## src/rtl/ring_counter_gen.sv

```systemverilog
// ring_counter_gen: parametrised ring/Johnson counter with load, direction, self-correction and wrap pulse
module ring_counter_gen #(
    parameter int WIDTH = 4,
    parameter logic [WIDTH-1:0] INIT = WIDTH'(1)
) (
    input  logic             clk,
    input  logic             rst_n,
    input  logic             en,
    input  logic             dir,
    input  logic             mode,
    input  logic             load,
    input  logic [WIDTH-1:0] load_val,
    output logic [WIDTH-1:0] q,
    output logic             wrap,
    output logic             err
);
    logic [WIDTH-1:0] s, nq, step;
    logic ring_ok, john_ok, legal;
    always_comb begin
        nq      = ~q;
        s       = mode ? '0 : WIDTH'(1);
        ring_ok = (q != '0) && ((q & (q - WIDTH'(1))) == '0);
        // Johnson legal: ones (or zeros) packed contiguously from the LSB
        john_ok = ((q & (q + WIDTH'(1))) == '0) || ((nq & (nq + WIDTH'(1))) == '0);
        legal   = mode ? john_ok : ring_ok;
        step    = dir ? {q[0] ^ mode, q[WIDTH-1:1]} : {q[WIDTH-2:0], q[WIDTH-1] ^ mode};
    end
    always_ff @(posedge clk or negedge rst_n) begin
        if (!rst_n) begin
            q    <= INIT;
            wrap <= 1'b0;
            err  <= 1'b0;
        end else if (load) begin
            q    <= load_val;
            wrap <= 1'b0;
            err  <= 1'b0;
        end else if (en) begin
            q    <= legal ? step : s;
            wrap <= legal && (step == s);
            err  <= !legal;
        end else begin
            wrap <= 1'b0;
            err  <= 1'b0;
        end
    end
endmodule

```

## config.mk

```make
export PLATFORM = sky130hd
export DESIGN_NAME = ring_counter_gen
export DESIGN_NICKNAME = d
export VERILOG_FILES = /design/src/rtl/ring_counter_gen.sv
export SDC_FILE = /design/constraint.sdc
export NUM_CORES = 1
export LEC_CHECK = 0
export CAP_MARGIN = 25
export CELL_PAD_IN_SITES_DETAIL_PLACEMENT = 0
export CELL_PAD_IN_SITES_GLOBAL_PLACEMENT = 1
export CORE_UTILIZATION = 33
export DETAILED_ROUTE_END_ITERATION = 16
export HOLD_SLACK_MARGIN = 0.03
export PLACE_DENSITY_LB_ADDON = 0.1
export SLEW_MARGIN = 10
export SYNTH_ARGS = -nofsm -noshare
export SYNTH_HDL_FRONTEND = slang
export SYNTH_SLANG_ARGS = --single-unit
```

## constraint.sdc

```tcl
create_clock -name clk -period 4.8 [get_ports clk]
set_clock_uncertainty 0.1 [all_clocks]
set_input_delay 1.44 -clock clk [delete_from_list [all_inputs] [get_ports clk]]
set_output_delay 1.44 -clock clk [all_outputs]
set_load 0.01 [all_outputs]
```

==> results.yml, run 1 <==
sta:
  slew_headroom_pct: 73.8
  timing.final.crit_share_pct: 67.4
  period_needed_ps: 3240
  slew_violations: 0
  setup_viol: 0
  tns_ps: 0
  hold-worst-slack_ps: 585
  worst_pin_slew_ps: 393
  max_freq_mhz: 309
  hold_viol_final: 0
  rsz0062_at_grt: "no"
floorplanning:
  initial_core_util_pct: 36.8
  dieArea_um2: 1660
  rows: 13
  die_h_um: 40.8
  fp.dieW_um: 40.8
  io_pins: 16
  core_area_um2: 1350
setup_path:
  reg2reg_slack_ps: 2840
  crit_fanout: 10
  arrival_ps: 3250
  crit_type: "input port to flop"
  start_kind: "input port"
  worstPathRequired_ps: 4810
  end_kind: "flop"
power:
  p_int_uw: 118
  p_sw_share_pct: 32.1
  p_switching_uw: 55.8
  irDropWorstVdd_mv: 0.147
  power_density_nw_per_um2: 269
  combPwrFrac_pct: 32.3
  clkPwrFrac_pct: 29.2
  seq_power_share_pct: 38.5
  p_leak_nw: 0.254
placed_design:
  placed_cell_area_um2: 621
  gp_congestion: 0.742
  place.port_buffers: 15
  detailed_place_hpwl_um: 783
min_path:
  min_path_type: "flop to flop"
clock_tree:
  clk_latency_ps: 250
  cts_setup_buffers: 0
  clockBufferDepth: 2
  holdBufCountCts: 0
  htree_levels: 1
  path_clk_slew_ps: 50
  cts_root_buf: "clkbuf_4"
  cts.repair.resized: 0
  cts_tree: "yes"
  cts_made_buffers: 3
  cts_sinks: 6
global_route:
  grt_max_degree: 15
  antenna_found_initial: 0
  grt_pass1_wl_mm: 1.86
  grt_pass1_vias: 438
  grt_usage_pct: 17.2
  globalRouteOverflowTotal: 0
final_layout:
  final_cell_mix: "clkdlybuf4s50_1 (15), nand2_1 (6)"
  fill_cells: 132
  fin_area_um2: 647
  syn2layout_area_growth_pct: 30.2
  utilization_pct: 47.9
  layout_commonest_cell: "clkdlybuf4s50_1"
  nets: 87
  multi_input_area_um2: 282
  drive_above_1_share_pct: 7.89
  regArea_um2: 151
  antenna_cells: 0
synth:
  ys_types: 30
  synth_cells: 63
  synth_nets: 73
  avgSynthCellArea_um2: 7.88
  ys_ff_latch: 6
  yosysSeqAreaShare_pct: 30.5
  synth.cell_area_um2: 497
  yosys_warnings: 0
routing:
  routed_wl_mm: 1.11
  drc: 0
  first_pass_iters: 4
  drt_iter0_markers: 17
  avgRoutedWirePerCell_um: 12.2
  ant_nets: 0
  vias_per_cell: 5.53
  vias: 503
flow_run:
  drv_cap: 0
outcome:
  outcome: "complete, no violations"
per-stage QoR:
step,cells,total power [mW],worst slack (ps)
5_1_grt,91,0.189,1450
4_1_cts,91,0.177,1610
3_3_place_gp,87,0.125,1330
2_1_floorplan,63,0.104,2090
3_5_place_dp,87,0.124,1360
6_report,91,0.174,1560
per-layer routing:
metal / vias to the layer above / track usage, % / share of wire (%)
met5: - / 0 / 0
met4: 0 / 0 / 0
met3: 0 / 9.78 / 7.6
met2: 22 / 24.6 / 44
met1: 224 / 23.5 / 48
li1: 257 / - / -
registers in the layout, summed over array words and instances (netlist names):
register  count
err           1
q             4
wrap          1
cell families after synthesis:
logic type                synth area share, %
xor gates and xnor gates                 1.76
buffers and inverters                    12.8
AOI/OAI and AO/OA                        30.0
and+or+nand+nor                          24.9
DFF                                      30.5
critical path: stages:
cell and delay [ps]:
clkdlybuf4s50_1 660, or3b_1 170, a21oi_1 60, o41a_2 520, a311oi_1 330, a21oi_1 70
cell usage after synthesis:
| library cell | number | share of area [%] |
|---|---|---|
| a211oi_1 | 2 | 3.0 |
| a21oi_1 | 5 | 5.0 |
| a311o_1 | 1 | 2.0 |
| a311oi_1 | 2 | 3.5 |
| a31oi_1 | 1 | 1.3 |
| and2b_1 | 1 | 1.5 |
| buf_2 | 2 | 2.0 |
| buf_4 | 1 | 1.5 |
| buf_6 | 2 | 4.5 |
| clkbuf_2 | 1 | 1.0 |
| dfrtp_1 | 5 | 25 |
| dfstp_2 | 1 | 5.3 |
| inv_1 | 5 | 3.8 |
| nand2_1 | 6 | 4.5 |
| nand2b_1 | 4 | 5.0 |
| nand3_1 | 1 | 1.0 |
| nand4_1 | 1 | 1.3 |
| nor2_1 | 5 | 3.8 |
| nor3_1 | 3 | 3.0 |
| nor4_1 | 1 | 1.3 |
| o21ai_0 | 3 | 3.0 |
| o22a_1 | 1 | 1.8 |
| o22ai_1 | 1 | 1.3 |
| o311ai_1 | 1 | 1.8 |
| o31a_1 | 1 | 1.8 |
| o31ai_1 | 2 | 3.0 |
| o41a_2 | 1 | 2.5 |
| or2_4 | 1 | 1.8 |
| or3b_1 | 1 | 1.8 |
| xnor2_1 | 1 | 1.8 |
power by group through the flow:
stage / clock network, mW / registers [mW] / logic (mW)
after detailed placement: 0 / 0.0677 / 0.0558
after floorplan: 0 / 0.0631 / 0.0406
final: 0.0509 / 0.0671 / 0.0562
after global routing: 0.0581 / 0.0686 / 0.0627
after global placement: 0 / 0.0681 / 0.0573
after CTS: 0.0543 / 0.0670 / 0.0561
worst paths after layout:
| check | to | cells after the start | from |
|---|---|---|---|
| worst max-delay path | q[1] | 6 | mode |
| worst min-delay path | wrap | 3 | q[0] |
| worst max register to register | q[1] | 5 | q[2] |
| worst min register to register | wrap | 3 | q[0] |
| max in group asynchronous | q[0] | 1 | rst_n |
| min in group asynchronous | wrap | 1 | rst_n |
area by class of cell:
cell class	instances	area share (%)
Sequential cell	6	23.4
Clock buffer	4	4.06
Tap cell	15	2.90
Timing Repair Buffer	15	23.2
Multi-Input combinational cell	46	43.5
Inverter	5	2.90
No activity file was read; power rests on OpenSTA's default activity.
==> run 2: changes to the inputs <==
Settings changed: CORE_UTILIZATION 33 to 28.
Clock period 4.8 ns to 2.8 ns, I/O delays scaled along.
==> results.yml, run 2 (same netlist as run 1, synthesis figures left out) <==
min_path:
  hold_path_end: "wrap"
  min_path_type: "flop to flop"
  min_from: "q[0]"
  worstHoldPathCells: 3
sta:
  worst_pin_slew_ps: 392
  rsz0062_at_grt: "no"
  hold-worst-slack_ps: 594
  max_freq_mhz: 414
  slew_headroom_pct: 73.9
  slew_violations: 0
  tns_ps: 0
  period_needed_ps: 2410
  hold_viol_final: 0
  timing.final.crit_share_pct: 86.2
  timing.final.ws_setup_ps: 387
  setup_viol: 0
outcome:
  outcome: "complete, no violations"
clock_tree:
  cts_root_buf: "clkbuf_4"
  cts.repair.resized: 0
  htree_levels: 1
  clk_latency_ps: 250
  clockBufferDepth: 2
  cts_sinks: 6
  holdBufCountCts: 0
  path_clk_slew_ps: 50
  cts_made_buffers: 3
  cts_tree: "yes"
  cts_setup_buffers: 0
routing:
  routed_wl_mm: 1.16
  drt_iter0_markers: 23
  vias: 528
  avgRoutedWirePerCell_um: 12.3
  first_pass_iters: 6
  ant_nets: 0
  vias_per_cell: 5.62
  drc: 0
setup_path:
  critPathLaunch: "mode"
  crit_path_cell_trace: "clkdlybuf4s50_1 -> buf_4 -> nand2_1 -> a21oi_1 -> o41a_2 -> a311oi_1 -> a21oi_1"
  r2r-end: "q[1]"
  reg2reg_slack_ps: 880
  crit_type: "input port to flop"
  worst_path_max_delay_cell: "o41a_2"
  cp.buffers_inverters: 2
  r2r_cells: 5
  crit_top_cell: "a21oi_1"
  worstPathRequired_ps: 2820
  critPathMaxStageDelay_ps: 470
  crit_fanout: 8
  end_kind: "flop"
  timing.rr.start: "q[2]"
  critical_path.top_delay_family: "compound AO/OA/AOI/OAI gates"
  worstSetupPathDepth: 7
  start_kind: "input port"
  arrival_ps: 2430
floorplanning:
  dieArea_um2: 1950
  die_h_um: 44.1
  io_pins: 16
  initial_core_util_pct: 31.5
  core_area_um2: 1580
  rows: 14
  fp.dieW_um: 44.1
power:
  p_switching_uw: 95.7
  power_density_nw_per_um2: 453
  irDropWorstVdd_mv: 0.283
  total_power_uw: 300
  combPwrFrac_pct: 32.9
  clkPwrFrac_pct: 28.9
  p_leak_nw: 0.263
  p_int_uw: 205
  seq_power_share_pct: 38.3
  p_sw_share_pct: 31.9
placed_design:
  placed_cells: 90
  pre_cts_slack_ps: 116
  place.port_buffers: 15
  placed_cell_area_um2: 637
  gp_congestion: 0.799
  detailed_place_hpwl_um: 859
flow_run:
  drv_cap: 0
final_layout:
  stdcell_count: 94
  nets: 89
  largest_reg_flops: 4
  fin_area_um2: 663
  final_cell_mix: "clkdlybuf4s50_1 (15), nand2_1 (6)"
  fill_cells: 167
  drive_above_1_share_pct: 10.3
  layout_commonest_cell: "clkdlybuf4s50_1"
  utilization_pct: 42.1
  syn2layout_area_growth_pct: 33.5
  antenna_cells: 0
  top_regs: "q (4), err (1), wrap (1)"
  multi_input_area_um2: 282
  regMostFlops: "q"
  regArea_um2: 151
global_route:
  grt_pass1_wl_mm: 1.96
  grt_max_degree: 15
  globalRouteOverflowTotal: 0
  grt_usage_pct: 13.9
  antenna_found_initial: 0
  grt_pass1_vias: 448
run 2: cell count changes in the layout (fill, tap and decap cells not counted), sizes merged:
cell  before  now
buf        0    2
run 2: area by class of cell:
class                           instances  share of cell area (%)
Clock buffer                            4                    3.96
Inverter                                5                    2.83
Multi-Input combinational cell         46                    42.5
Sequential cell                         6                    22.8
Tap cell                               16                    3.02
Timing Repair Buffer                   17                    24.9
run 2: worst min-delay path, cell delays in order (launching register included):
cell and delay, ps:
dfstp_2 400, nand4_1 80, o22a_1 130, nor3_1 50
run 2: per-layer routing:
metal  vias up  share of wire, %  wire length, um  GRT usage, %
met4         0                 0                0          3.64
met5         -                 0                0             0
met1       241                47              539          18.5
met2        27                46              532          19.7
li1        260                 -                -             -
met3         0               7.1               82          7.35
run 2: worst max-delay path by stage:
stage                end  slack [ps]
CTS                 q[1]         370
global route        q[1]         310
global placement    q[1]         120
detailed placement  q[1]         120
floorplan           q[1]         690
finish              q[1]         390
run 2: power by group through the flow:
stage	clock [mW]	combinational, mW	sequential (mW)
CTS	0.0900	0.0991	0.115
floorplan	0	0.0696	0.108
global placement	0	0.100	0.117
detailed placement	0	0.0986	0.116
finish	0.0867	0.0988	0.115
global route	0.0990	0.108	0.118
